### config.mk
export PLATFORM = sky130hd
export DESIGN_NAME = int_gateway_plic
export DESIGN_NICKNAME = d
export VERILOG_FILES = /design/src/rtl/int_gateway_plic.sv
export SDC_FILE = /design/constraint.sdc
export NUM_CORES = 1
export LEC_CHECK = 0
export CAP_MARGIN = 40
export CORE_ASPECT_RATIO = 0.8
export CORE_MARGIN = 5
export CORE_UTILIZATION = 45
export CTS_BUF_LIST = sky130_fd_sc_hd__clkbuf_2
export DETAILED_ROUTE_END_ITERATION = 6
export PLACE_DENSITY = 0.78
export SKIP_LAST_GASP = 1
export SLEW_MARGIN = 10
export SYNTH_ARGS = -nofsm -noshare
export SYNTH_HDL_FRONTEND = slang
export SYNTH_SLANG_ARGS = --single-unit
### constraint.sdc
create_clock -name clock -period 9.2 [get_ports clock]
set_input_delay 0.92 -clock clock [delete_from_list [all_inputs] [get_ports clock]]
set_output_delay 0.92 -clock clock [all_outputs]
set_load 0.05 [all_outputs]
### src/rtl/int_gateway_plic.sv
// int_gateway_plic: one-shot level gateway with priority arbiter and claim/complete handshake for five sources
module int_gateway_plic (
  input  logic        clock,
  input  logic        reset,
  input  logic        auto_int_in_0,
  input  logic        auto_int_in_1,
  input  logic        auto_int_in_2,
  input  logic        auto_int_in_3,
  input  logic        auto_int_in_4,
  input  logic [4:0]  io_enable,
  input  logic [14:0] io_prio,
  input  logic [2:0]  io_threshold,
  output logic        io_irq,
  input  logic        io_claim_valid,
  output logic [2:0]  io_claim_id,
  input  logic        io_complete_valid,
  input  logic [2:0]  io_complete_id
);
  logic [4:0] src, sync1, sync2, pending, inflight, cand, claim_oh, done_oh;
  logic [2:0] best_id, best_p;
  assign src = {auto_int_in_4, auto_int_in_3, auto_int_in_2, auto_int_in_1, auto_int_in_0};
  // ascending scan with strict compare keeps the lowest ID on priority ties
  always_comb begin
    cand = '0;
    best_id = '0;
    best_p = '0;
    claim_oh = '0;
    done_oh = '0;
    for (int i = 0; i < 5; i++) begin
      cand[i] = pending[i] & io_enable[i] & (io_prio[3*i +: 3] > io_threshold);
      if (cand[i] && io_prio[3*i +: 3] > best_p) begin
        best_p = io_prio[3*i +: 3];
        best_id = 3'(i + 1);
      end
    end
    for (int i = 0; i < 5; i++) begin
      claim_oh[i] = io_claim_valid && best_id == 3'(i + 1);
      done_oh[i] = io_complete_valid && io_complete_id == 3'(i + 1);
    end
  end
  always_ff @(posedge clock or posedge reset)
    if (reset) begin
      sync1 <= '0;
      sync2 <= '0;
      pending <= '0;
      inflight <= '0;
      io_irq <= 1'b0;
      io_claim_id <= '0;
    end else begin
      sync1 <= src;
      sync2 <= sync1;
      pending <= (pending | (sync2 & ~inflight)) & ~claim_oh;
      inflight <= (inflight | claim_oh) & ~done_oh;
      io_irq <= |cand;
      io_claim_id <= io_claim_valid ? best_id : io_claim_id;
    end
endmodule

Yosys cells after proc, flatten, opt, wreduce, memory -nomap -nowiden
Index checks and enable logic that the tools add are counted.

storage, ports and cells
  register bits after elaboration = 24
  bits in latches = 0
  memory bits (writable) = 0
  memory bits (read-only) = 0
  bits of input ports = 35
  output and inout bits = 4
  memories kept = 0

cells by class
  $add $sub $neg = 0
  multipliers = 0
  divide/modulo/power cells = 0
  order comparisons = 10
  equal/unequal tests = 10
  shifts and indexed selects = 0
  mux-type cells = 9
  bitwise operators = 18
  reduce and logical (&&, ||, !) cells = 16

operators with widths
  kind                                                                    number
  3-bit > comparator                                                      9
  3-bit 2-to-1 mux                                                        8
  5-bit bitwise AND                                                       3
  1-bit logical AND                                                       15
  5-bit NOT                                                               3
  3-bit by 2-bit equality test with 1-bit output (second input constant)  4
  3-bit equality test (second input constant)                             4
  1-bit bitwise AND                                                       10
  5-bit OR                                                                2
  3-bit by 1-bit equality test with 1-bit output (second input constant)  2
  5-bit OR reduction                                                      1
  3-bit by 1-bit > comparator with 1-bit output (second input constant)   1
  1-bit 2-to-1 mux                                                        1

Depth between registers and ports, before layout
Gate-level depths: netlist (run 1).

  depth in word-level cells = 20
  depth in mapped cells = 31
  depth with buffers taken out = 30

Worst setup path before layout (run 1)
No wires, ideal clock.

  kind = in2reg
  from = input port io_threshold[2]
  to = register inflight[0]
  arrival time = 6.260 ns
  slack = 2.822 ns
  stages on the path = 31
  path through = inv_1 -> ha_1 -> nand3_1 -> o2111ai_1 -> nor3b_1 -> inv_1 -> ha_1 -> nand3b_1 -> a32oi_2 -> o2111ai_4 -> mux2_4 -> ha_1 -> inv_1 -> a21o_1 -> a21oi_1 -> a311o_1 -> nand2_1 -> o21ai_0 -> ha_1 -> a21o_1 -> a21oi_1 -> a311o_1 -> clkbuf_1 -> mux2_4 -> ha_1 -> inv_1 -> a21o_1 -> a21oi_1 -> a311o_1 -> and4_1 -> o21a_1

on the way
  longest elaborated chain between the ends = 20
  elaborated cells between the ends (all ways) = 32
  classes of those cells = order compare (9); eq/ne (1); mux (9); bitwise (7); reduce/logical (6)

ends and longest elaborated chain
  item                                                line  source
  start: declaration                                  12    input logic [2:0] io_threshold,
  3-bit > comparator                                  30    cand[i] = pending[i] & io_enable[i] & (io_prio[3*i +: 3] > io_threshold);
  1-bit bitwise AND                                   30
  1-bit logical AND                                   31    if (cand[i] && io_prio[3*i +: 3] > best_p) begin
  3-bit 2-to-1 mux                                    31
  3-bit > comparator                                  31
  1-bit logical AND                                   31
  3-bit 2-to-1 mux                                    31
  3-bit > comparator                                  31
  [4 not listed]                                      n/a
  3-bit 2-to-1 mux                                    31
  3-bit > comparator                                  31
  1-bit logical AND                                   31
  3-bit 2-to-1 mux (*)                                31
  3-bit by 1-bit equality test with 1-bit output (*)  37    claim_oh[i] = io_claim_valid && best_id == 3'(i + 1);
  1-bit logical AND (*)                               37
  5-bit OR (*)                                        53    inflight <= (inflight | claim_oh) & ~done_oh;
  5-bit bitwise AND (*)                               53
  end signal: assignment                              53
  end: declaration                                    19    logic [4:0] src, sync1, sync2, pending, inflight, cand, claim_oh, done_oh;

Mark *: on every way between the ends. The rest lies on a longest branch, timed or not.
A chain may end at the register's enable or synchronous reset.

Worst setup path after layout (run 1)
  from = input port io_threshold[0]
  to = register inflight[0]

The elaborated chain is that of the path after synthesis.

==> results.txt, run 1 <==
Port buffer count: 38
RSZ-0062 raised after global routing: no
Psw: 0.000103 W
Deepest clock path buffer count: 2
Max H-tree Level: 1
Sw frac: 32.3%
Clock share of power: 21.5%
Power Density: 148 nW/um^2
Worst path arrival time: 7.33 ns
Leakage power: 0.997 nW
Cts bufs inserted: 3
Required time worst endpoint: 9.47 ns
Number of flops mapped to enable cells by yosys: 0
Final net count: 277
Setup repair bufs after CTS: 0
Fin crit share: 76.8%
P&R area growth vs syn: 29.4%
Adder-cell area share of the yosys netlist: 20.3%
Seq pwr share: 41.0%
Area of the die: 5030 um^2
Synth cell types: 34
Dominant synthesized flop cell: dfrtp_1
Slowest stage cell on the critical path: clkdlybuf4s50_1
Delay of the slowest critical-path stage: 0.63 ns
Post-Syn Nets: 234
CTS tree: yes
Routed Antenna Nets: 0
P_int: 0.000215 W
Post-synthesis mux area share: 3.90%
Max-cap viol count: 0
WL final: 3540 um
Initial antenna violation count: 0
Hold_buf cts: 0
Final Hold Viols: 0
Fmax: 142 MHz
Drt first-iter violations: 62
Asr flop ratio synth: 100%
First-pass DRT Iterations: 6
Vias in the first global route: 1,354
Share of cells above drive strength 1: 5.61%
Antenna cells: 0
Synthesized cell area: 1670 um^2
DR vias: 1,426
Worst-margin pin slew: 0.502 ns
Core footprint: 3490 um^2
Largest family of logic cells by synthesized area: compound AO/OA/AOI/OAI gates
Height of the die: 64.4 um
DP Wirelength: 2900 um
Crit path max fanout: 11
Placer Congestion: 0.779
Combinational Power Share: 37.6%
Clk slew on worst S/H paths: 0.21 ns
CTS resizes: 0
Design area: 2160 um^2
Critical Path Sink Type: flop
Synth Area in XOR/XNOR: 0%
Outcome: completed
Syn Area/Cell: 9.69 um^2
Clock sinks: 24
Area post-placement: 2110 um^2
Crit Path Category: input pin to flop
Clk_lat worst skew: 0.34 ns
Seq/Total Area, Yosys: 36.0%
Synth warn: 0
Yosys reg bits: 24
Core Rows: 19
Compound-Gate Fraction of Synth Area: 20.9%
Maximum vdd ir drop: 0.122 mV
Slew headroom: 66.4%
Final min period: 7.07 ns
Gate Count Post-Synth: 172
CP dominant cell by count: ha_1
Placed cells: 252
Clk root buf: clkbuf_2
DRC viols: 0
Global-route wire length before repair: 5950 um
CP startpoint kind: input pin
Total global-route track usage: 14.2%
Die W: 78.0 um
Endpoints failing setup: 0
Filler cell count in the final layout: 301
Post-Synth Simple-Gate Area: 12.5%
Final non-filler cell total: 256
Max Slew Vio Count: 0
DR WL/cell: 13.8 um
Ports: 39
Via density: 5.57
Largest net degree at the start of global routing: 16
Setup TNS: 0 ns
Max Clock Skew: 0.000415 ns
Hold Crit Class: flop to flop
Total gr overflow: 0
Initial Utilization: 47.7%
[power groups by stage]
stage               Combinational (W)  Clock (W)  Sequential (W)
floorplan                   0.0000663          0        0.000143
global placement             0.000116          0        0.000133
detailed placement           0.000120          0        0.000133
CTS                          0.000120  0.0000698        0.000131
global route                 0.000133  0.0000736        0.000132
finish                       0.000120  0.0000683        0.000130
[registers in the layout, indices dropped and copies added (netlist names)]
register     flops
io_claim_id      3
sync2            5
sync1            5
inflight         5
io_irq           1
pending          5
[layout make-up]
cell class / count / area (um^2) / share of cell area [%]
multi-input combinational: 120 / 961 / 44.6
sequential: 24 / 601 / 27.9
timing repair buffer: 39 / 395 / 18.3
inverter: 27 / 101 / 4.70
tap: 42 / 52.6 / 2.44
clock inverter: 1 / 30.0 / 1.39
clock buffer: 3 / 15.0 / 0.696
[critical path: cells and delay by family]
kind                       cells  cell delay, ns
and+or+nand+nor                5            0.91
muxes                          2            0.59
adders and majority gates      5            1.37
AOI/OAI and AO/OA             14            2.80
buffers and inverters          3            0.76
[placed cells by master, fill, tap and decap left out, types with 2 or more instances in the layout]
cell,Yosys,routed
a21o_1,3,3
a21oi_1,14,14
a311o_1,3,3
a31oi_1,4,4
and4_1,2,2
clkbuf_2,0,3
clkdlybuf4s50_1,0,38
dfrtp_1,24,24
ha_1,27,27
inv_1,27,27
mux2_4,3,3
mux2i_1,2,2
nand2_1,6,6
nand3_1,3,3
nand4_1,4,4
nor2_1,14,14
nor2b_1,3,3
nor3_1,3,3
nor3b_1,3,3
o2111ai_1,2,2
o211ai_1,2,2
o21a_1,4,4
o21ai_0,4,4
o21ai_1,2,2
o22a_1,2,2
[stage by stage]
stage / hold slack, ns / utilization (%) / power [W] / setup WS (ns)
2_1_floorplan: 0.331 / - / 0.000210 / 2.82
3_3_place_gp: 0.333 / 60.0 / 0.000249 / 1.88
3_5_place_dp: 0.335 / 60.4 / 0.000253 / 1.80
4_1_cts: 0.380 / 61.7 / 0.000321 / 2.18
5_1_grt: 0.392 / 61.7 / 0.000340 / 1.56
6_report: 0.377 / 61.7 / 0.000318 / 2.13
[final timing paths]
| path | from | end | slack [ns] | cells after the start |
|---|---|---|---|---|
| setup / recovery | io_threshold[0] | inflight[0] | 2.13 | 29 |
| hold / removal | sync1[1] | sync2[1] | 0.38 | 0 |
| setup reg to reg | pending[0] | inflight[0] | 3.33 | 26 |
| hold reg to reg | sync1[1] | sync2[1] | 0.38 | 0 |
| max in group asynchronous | reset | sync2[0] | 7.95 | 3 |
| min in group asynchronous | reset | sync1[4] | 0.82 | 2 |
[metal layers]
layer	GRT usage [%]	share of wire (%)
met1	19.2	47
met2	23.0	42
met3	2.77	9.2
met4	4.43	1.6
met5	0	0
[logic make-up (layout without fill, tap and decap cells)]
| kind of cell | Yosys count | count (layout) |
|---|---|---|
| AO/OA/AOI/OAI | 47 | 47 |
| AND/OR/NAND/NOR | 41 | 41 |
| buffers and inverters | 28 | 70 |
| adder cells (fa/ha/maj) | 27 | 27 |
| flip-flops | 24 | 24 |
| multiplexers | 5 | 5 |
[Yosys cell counts (2+ instances only)]
library cell,count,area share (%)
a21o_1,3,1.4
a21oi_1,14,4.2
a311o_1,3,1.8
a31oi_1,4,1.5
and4_1,2,1.1
dfrtp_1,24,36
ha_1,27,20
inv_1,27,6.1
mux2_4,3,2.7
mux2i_1,2,1.2
nand2_1,6,1.4
nand3_1,3,0.90
nand4_1,4,1.5
nor2_1,14,3.2
nor2b_1,3,1.1
nor3_1,3,0.90
nor3b_1,3,1.4
o2111ai_1,2,1.1
o211ai_1,2,0.90
o21a_1,4,1.8
o21ai_0,4,1.2
o21ai_1,2,0.60
o22a_1,2,1.1
No activity file was read; power rests on OpenSTA's default activity.
==> run 2: changes to the inputs <==
--- a/config.mk
+++ b/config.mk
@@ -11,7 +11,7 @@
 export CORE_UTILIZATION = 45
 export CTS_BUF_LIST = sky130_fd_sc_hd__clkbuf_2
 export DETAILED_ROUTE_END_ITERATION = 6
-export PLACE_DENSITY = 0.78
+export PLACE_DENSITY = 0.81
 export SKIP_LAST_GASP = 1
 export SLEW_MARGIN = 10
 export SYNTH_ARGS = -nofsm -noshare
==> constraint.sdc (replaced) <==
create_clock -name clock -period 5.96 [get_ports clock]
set_input_delay 0.596 -clock clock [delete_from_list [all_inputs] [get_ports clock]]
set_output_delay 0.596 -clock clock [all_outputs]
set_load 0.05 [all_outputs]
==> run 2 against run 1 <==
Clock power is 14% lower. Setup slack got worse by 2.1 ns. Combinational power increased by 120%. Largest power group is now combinational cells. Sequential cell count did not move. Utilization up 13 points. Critical endpoint is now inflight[3]. Via count up 14%. Final cell count rose by 14%. Critical path depth is 1 higher. Power increased by 66%. Clock skew up 0.015 ns.
==> results.txt, run 2 (same netlist as run 1, synthesis figures left out) <==
Outcome: completed
Area of the die: 5030 um^2 (unchanged)
Filler cell count in the final layout: 243 (-19%)
Routed Antenna Nets: 0 (unchanged)
Placer Congestion: 0.826 (+6.1%)
Critical Path Sink Type: flop
Crit path max fanout: 6 (-5)
First-pass DRT Iterations: 4 (-2)
Hold Path Sink: sync2[0]
Die W: 78.0 um (unchanged)
Combinational Power Share: 50.3% (+13 points)
Final Util: 74.9% (+13 points)
Hold Startpoint: sync1[0]
Leakage power: 1.19 nW (+19%)
Multi-input logic area: 1190 um^2 (+24%)
CTS tree: yes
P&R area growth vs syn: 57.1%
Total gr overflow: 0 (unchanged)
Most frequent cells in the layout: buf_4, clkdlybuf4s50_1, dfrtp_1, inv_1, ha_1
Global-route wire length before repair: 7560 um (+27%)
Maximum vdd ir drop: 0.174 mV (+42%)
Final Hold Viols: 0 (unchanged)
Antenna cells: 0 (unchanged)
Worst-margin pin slew: 0.507 ns (+0.00502 ns)
DR vias: 1,625 (+14%)
Vias in the first global route: 1,603 (+18%)
RSZ-0062 raised after global routing: yes
Hold Crit Class: flop to flop
Reg2Reg Setup Slack: 0.27 ns (-3.06 ns)
Core footprint: 3490 um^2 (unchanged)
R2R cell count: 26 (unchanged)
Clk_lat worst skew: 0.33 ns (about the same)
DRC viols: 0 (unchanged)
Max Clock Skew: 0.0154 ns (+0.0150 ns)
Power Density: 201 nW/um^2 (+36%)
Slew headroom: 66.1% (-0.34 points)
Slowest stage cell on the critical path: a311o_2
WL final: 4980 um (+41%)
Final net count: 313 (+13%)
Fmax: 168 MHz
Clock sinks: 24 (unchanged)
Sw frac: 36.1% (+3.8 points)
Largest net degree at the start of global routing: 14 (-2)
DR WL/cell: 17.1 um (+23%)
CP startpoint kind: input pin
Flip-flop and latch area: 601 um^2 (unchanged)
Clk slew on worst S/H paths: 0.21 ns (about the same)
Clock share of power: 11.1% (-10 points)
P_int: 0.000336 W (+56%)
Fin crit share: 100%
Seq pwr share: 38.5% (-2.5 points)
Delay of the slowest critical-path stage: 0.44 ns (-0.19 ns)
Total global-route track usage: 18.5% (+4.3 points)
R2r startpoint: pending[0]
Drt first-iter violations: 125 (+100%)
Clk root buf: clkbuf_2
Worst path arrival time: 6.19 ns (-1.14 ns)
DP Worst Slack: -0.801 ns (-2.60 ns)
Overall Power: 0.000527 W (+66%)
Max-cap viol count: 0 (unchanged)
Initial antenna violation count: 0 (unchanged)
Port buffer count: 38 (unchanged)
Max Slew Vio Count: 0 (unchanged)
Endpoints failing setup: 0 (unchanged)
Via density: 5.57 (about the same)
Crit Reg-Reg Endpoint: inflight[3]
Hold_buf cts: 0 (unchanged)
Crit Path Category: input pin to flop
CP dominant cell by count: ha_4
Deepest clock path buffer count: 2 (unchanged)
Required time worst endpoint: 6.19 ns (-3.28 ns)
WHS: 0.382 ns (+0.00499 ns)
Hold path cells: 0 (unchanged)
Core Rows: 19 (unchanged)
Cts bufs inserted: 3 (unchanged)
Final min period: 5.96 ns
Min setup slack post-route: 0.0000213 ns (-2.13 ns)
Initial Utilization: 47.7% (unchanged)
Setup TNS: 0 ns (unchanged)
Max H-tree Level: 1 (unchanged)
DP Wirelength: 3380 um (+17%)
Share of cells above drive strength 1: 36.4% (+31 points)
Commonest non-fill, non-tap cell in the layout: buf_4
Height of the die: 64.4 um (unchanged)
Ports: 39 (unchanged)
Psw: 0.000190 W (+85%)
-- run 2: cell count changes in the layout (fill, tap and decap cells not counted), sizes merged --
cell and delta:
dlymetal6s2s +1, clkinv +1, bufinv -1, inv -1, clkdlybuf4s50 -7, buf +37
clkinvlp +1, clkbuf +5
-- run 2: repair_timing --
action	CTS	global route
endpoints found under the setup margin	13	13
buffers inserted	7	8
gates resized for setup	19	33
pin swaps	18	33
-- run 2: metrics by stage --
stage | instance area [um^2] | cells
after floorplan | 1780 | 172
after global placement | 2360 | 272
after detailed placement | 2380 | 273
after CTS | 2500 | 284
after global routing | 2620 | 292
final | 2620 | 292
-- run 2: worst max-delay path: cells and delay by family --
family                     cells  cell delay [ns]
AOI/OAI and AO/OA             11             2.29
adders and majority gates      5             1.14
muxes                          3             0.81
and+or+nand+nor                4             0.72
buffers and inverters          7             0.65
-- run 2: worst max-delay path by stage --
stage | start | depth (start not counted) | end
finish | io_threshold[1] | 30 | inflight[3]
detailed placement | io_threshold[2] | 31 | inflight[3]
global route | io_threshold[2] | 31 | inflight[3]
global placement | io_threshold[2] | 30 | inflight[3]
CTS | io_threshold[2] | 31 | inflight[2]
floorplan | io_threshold[2] | 31 | inflight[0]
-- run 2: final cells by class --
class | instances | share of cell area, %
clock inverters | 1 | 0.143
well taps | 42 | 2.01
inverters | 27 | 4.02
flip-flops and latches | 24 | 22.9
clock buffers | 3 | 0.574
multi-input cells | 120 | 45.6
repair buffers | 75 | 24.8
-- run 2: metal layers --
layer,share of wire (%),wire (um),global-route usage [%],up-vias
met1,41,2070,24.2,770
met3,7.9,395,2.63,10
met2,48,2420,32.0,60
li1,-,-,-,785
met5,0,0,0,-
met4,2.1,105,4.64,0
-- run 2: power groups by stage --
stage | clock network (W) | registers (W) | logic [W]
global placement | 0 | 0.000205 | 0.000211
detailed placement | 0 | 0.000206 | 0.000217
floorplan | 0 | 0.000222 | 0.000115
global route | 0.0000677 | 0.000206 | 0.000286
finish | 0.0000586 | 0.000203 | 0.000265
CTS | 0.0000611 | 0.000203 | 0.000232
==> run 3: changes to the inputs <==
--- a/config.mk
+++ b/config.mk
@@ -7,7 +7,7 @@
 export LEC_CHECK = 0
 export CAP_MARGIN = 40
 export CORE_ASPECT_RATIO = 0.8
-export CORE_MARGIN = 5
+export CORE_MARGIN = 2
 export CORE_UTILIZATION = 45
 export CTS_BUF_LIST = sky130_fd_sc_hd__clkbuf_2
 export DETAILED_ROUTE_END_ITERATION = 6
==> run 3 against run 2 <==
The run now ends with setup timing left. Sequential power barely moved. Cell area rose by 0.57%. First-iteration DRC count fell by 40%. Clock skew rose by 0.0015 ns. Global-route usage rose by 5.0 points. Maximum frequency fell by 2.7%. Final cell count fell by 1.0%. Largest cell class unchanged. Largest power group unchanged.
==> results.txt, run 3 (same netlist as run 1, synthesis figures left out) <==
Outcome: finished with violations
Failing checks: setup timing
Total global-route track usage: 23.4% (+5.0 points)
Height of the die: 58.4 um (-9.3%)
Worst-margin pin slew: 0.517 ns (+0.00917 ns)
Final min period: 6.12 ns (+0.163 ns)
First-pass DRT Iterations: 4 (unchanged)
Clk root buf: clkbuf_2
Global-route wire length before repair: 7490 um (-0.91%)
Maximum vdd ir drop: 0.202 mV (+16%)
DR vias: 1,616 (-0.55%)
Die W: 72.0 um (-7.7%)
Critical Path Sink Type: flop
DP Worst Slack: -0.761 ns (+0.0392 ns)
Most frequent cells in the layout: buf_4, clkdlybuf4s50_1, dfrtp_1, inv_1, ha_1
R2R cell count: 27 (+3.8%)
Power Density: 218 nW/um^2 (+8.0%)
Crit Path Category: input pin to flop
Crit path max fanout: 6 (unchanged)
Fin crit share: 103% (+2.7 points)
Routed Antenna Nets: 0 (unchanged)
DR WL/cell: 17.4 um (+1.8%)
Port buffer count: 38 (unchanged)
Deepest clock path buffer count: 2 (unchanged)
CP startpoint kind: input pin
GR Layer Usage met2: 37.6% (+5.5 points)
Global routing met1 resource utilization: 31.1% (+6.9 points)
Gr busiest metal: met2
Endpoints failing setup: 13 (+13)
Cts bufs inserted: 3 (unchanged)
Delay of the slowest critical-path stage: 0.44 ns (about the same)
RSZ-0062 raised after global routing: yes
Worst path arrival time: 6.37 ns (+0.18 ns)
Drt first-iter violations: 75 (-40%)
Placer Congestion: 0.814 (-1.5%)
CTS tree: yes
Final net count: 310 (-0.96%)
Initial Utilization: 47.7% (unchanged)
Crit Reg-Reg Endpoint: inflight[3]
Min setup slack post-route: -0.163 ns (-0.163 ns)
Max Slew Vio Count: 0 (unchanged)
Initial antenna violation count: 0 (unchanged)
Hold_buf cts: 0 (unchanged)
Clk slew on worst S/H paths: 0.20 ns (about the same)
Share of cells above drive strength 1: 36.8% (+0.44 points)
DP Wirelength: 3140 um (-7.1%)
P&R area growth vs syn: 58.0%
Clk_lat worst skew: 0.34 ns (about the same)
Max Clock Skew: 0.0169 ns (+0.00153 ns)
Area of the die: 4210 um^2 (-16%)
Total gr overflow: 0 (unchanged)
Hold Crit Class: flop to flop
Slew headroom: 65.5% (-0.61 points)
Ports: 39 (unchanged)
WL final: 5020 um (+0.80%)
Antenna cells: 0 (unchanged)
Reg2Reg Setup Slack: 0.15 ns (-0.12 ns)
DRC viols: 0 (unchanged)
Leakage power: 1.19 nW (about the same)
Commonest non-fill, non-tap cell in the layout: buf_4
Core footprint: 3490 um^2 (unchanged)
Hold path cells: 0 (unchanged)
Hold Startpoint: sync1[4]
Core Rows: 19 (unchanged)
Final Hold Viols: 0 (unchanged)
Setup TNS: -1.18 ns (-1.18 ns)
Design area: 2630 um^2 (+0.57%)
Clock sinks: 24 (unchanged)
CP endpoint: inflight[3]
Area post-placement: 2390 um^2 (+0.53%)
Via density: 5.59 (+0.48%)
Global routing usage on met3: 4.11% (+1.5 points)
CP dominant cell by count: ha_4
Slowest stage cell on the critical path: a311o_2
Max-cap viol count: 0 (unchanged)
Fmax: 163 MHz (-2.7%)
Largest net degree at the start of global routing: 20 (+6)
R2r startpoint: pending[0]
Vias in the first global route: 1,559 (-2.7%)
Required time worst endpoint: 6.21 ns (+0.02 ns)
Max H-tree Level: 1 (unchanged)
Filler cell count in the final layout: 240 (-1.2%)
Crit path launch: io_threshold[2]
run 3: changes by cell type in the layout (fill, tap and decap cells not counted), sizes merged:
cell | before | now
buf | 38 | 35
bufinv | 0 | 1
clkdlybuf4s50 | 31 | 32
clkinv | 1 | 0
dlymetal6s2s | 1 | 0
run 3: worst max-delay path: cells and delay by family:
kind	cells	cell delay [ns]
AO/OA/AOI/OAI	14	2.70
adder cells (fa/ha/maj)	5	1.24
buffers and inverters	5	0.36
multiplexers	2	0.71
AND/OR/NAND/NOR	5	0.74
run 3: area by class of cell:
type	count	area (um^2)	area share (%)
tap	42	52.6	2.00
clock buffer	3	15.0	0.570
clock inverter	1	30.0	1.14
inverter	27	105	3.99
sequential	24	601	22.8
multi-input combinational	120	1200	45.5
timing repair buffer	72	632	24.0
run 3: through the flow:
stage	cells	power (W)	utilization [%]	hold slack, ns
global route	289	0.000606	75.3	0.393
CTS	285	0.000544	73.2	0.385
floorplan	172	0.000337	-	0.331
global placement	272	0.000414	67.6	0.332
finish	289	0.000573	75.3	0.383
detailed placement	273	0.000422	68.3	0.337
run 3: worst min path at each step:
stage                     to  slack, ns
floorplan           sync2[0]       0.33
global placement    sync2[4]       0.33
detailed placement  sync2[3]       0.34
CTS                 sync2[1]       0.39
global route        sync2[1]       0.39
finish              sync2[4]       0.38
run 3: metal layers:
| layer | part of all wire (%) | up-vias |
|---|---|---|
| li1 | - | 779 |
| met1 | 43 | 771 |
| met2 | 48 | 52 |
| met3 | 5.3 | 14 |
| met4 | 3.1 | 0 |
| met5 | 0 | - |
run 3: where the power goes:
group / switching [W] / total [W] / internal, W
registers: 0.0000144 / 0.000202 / 0.000188
logic: 0.000132 / 0.000265 / 0.000132
clock network: 0.0000478 / 0.000106 / 0.0000578
run 3: timing repair:
item	CTS	global route
setup endpoints to repair	13	13
pin swaps	25	29
gates resized for setup	21	30
cloned	0	0
buffers inserted	8	4
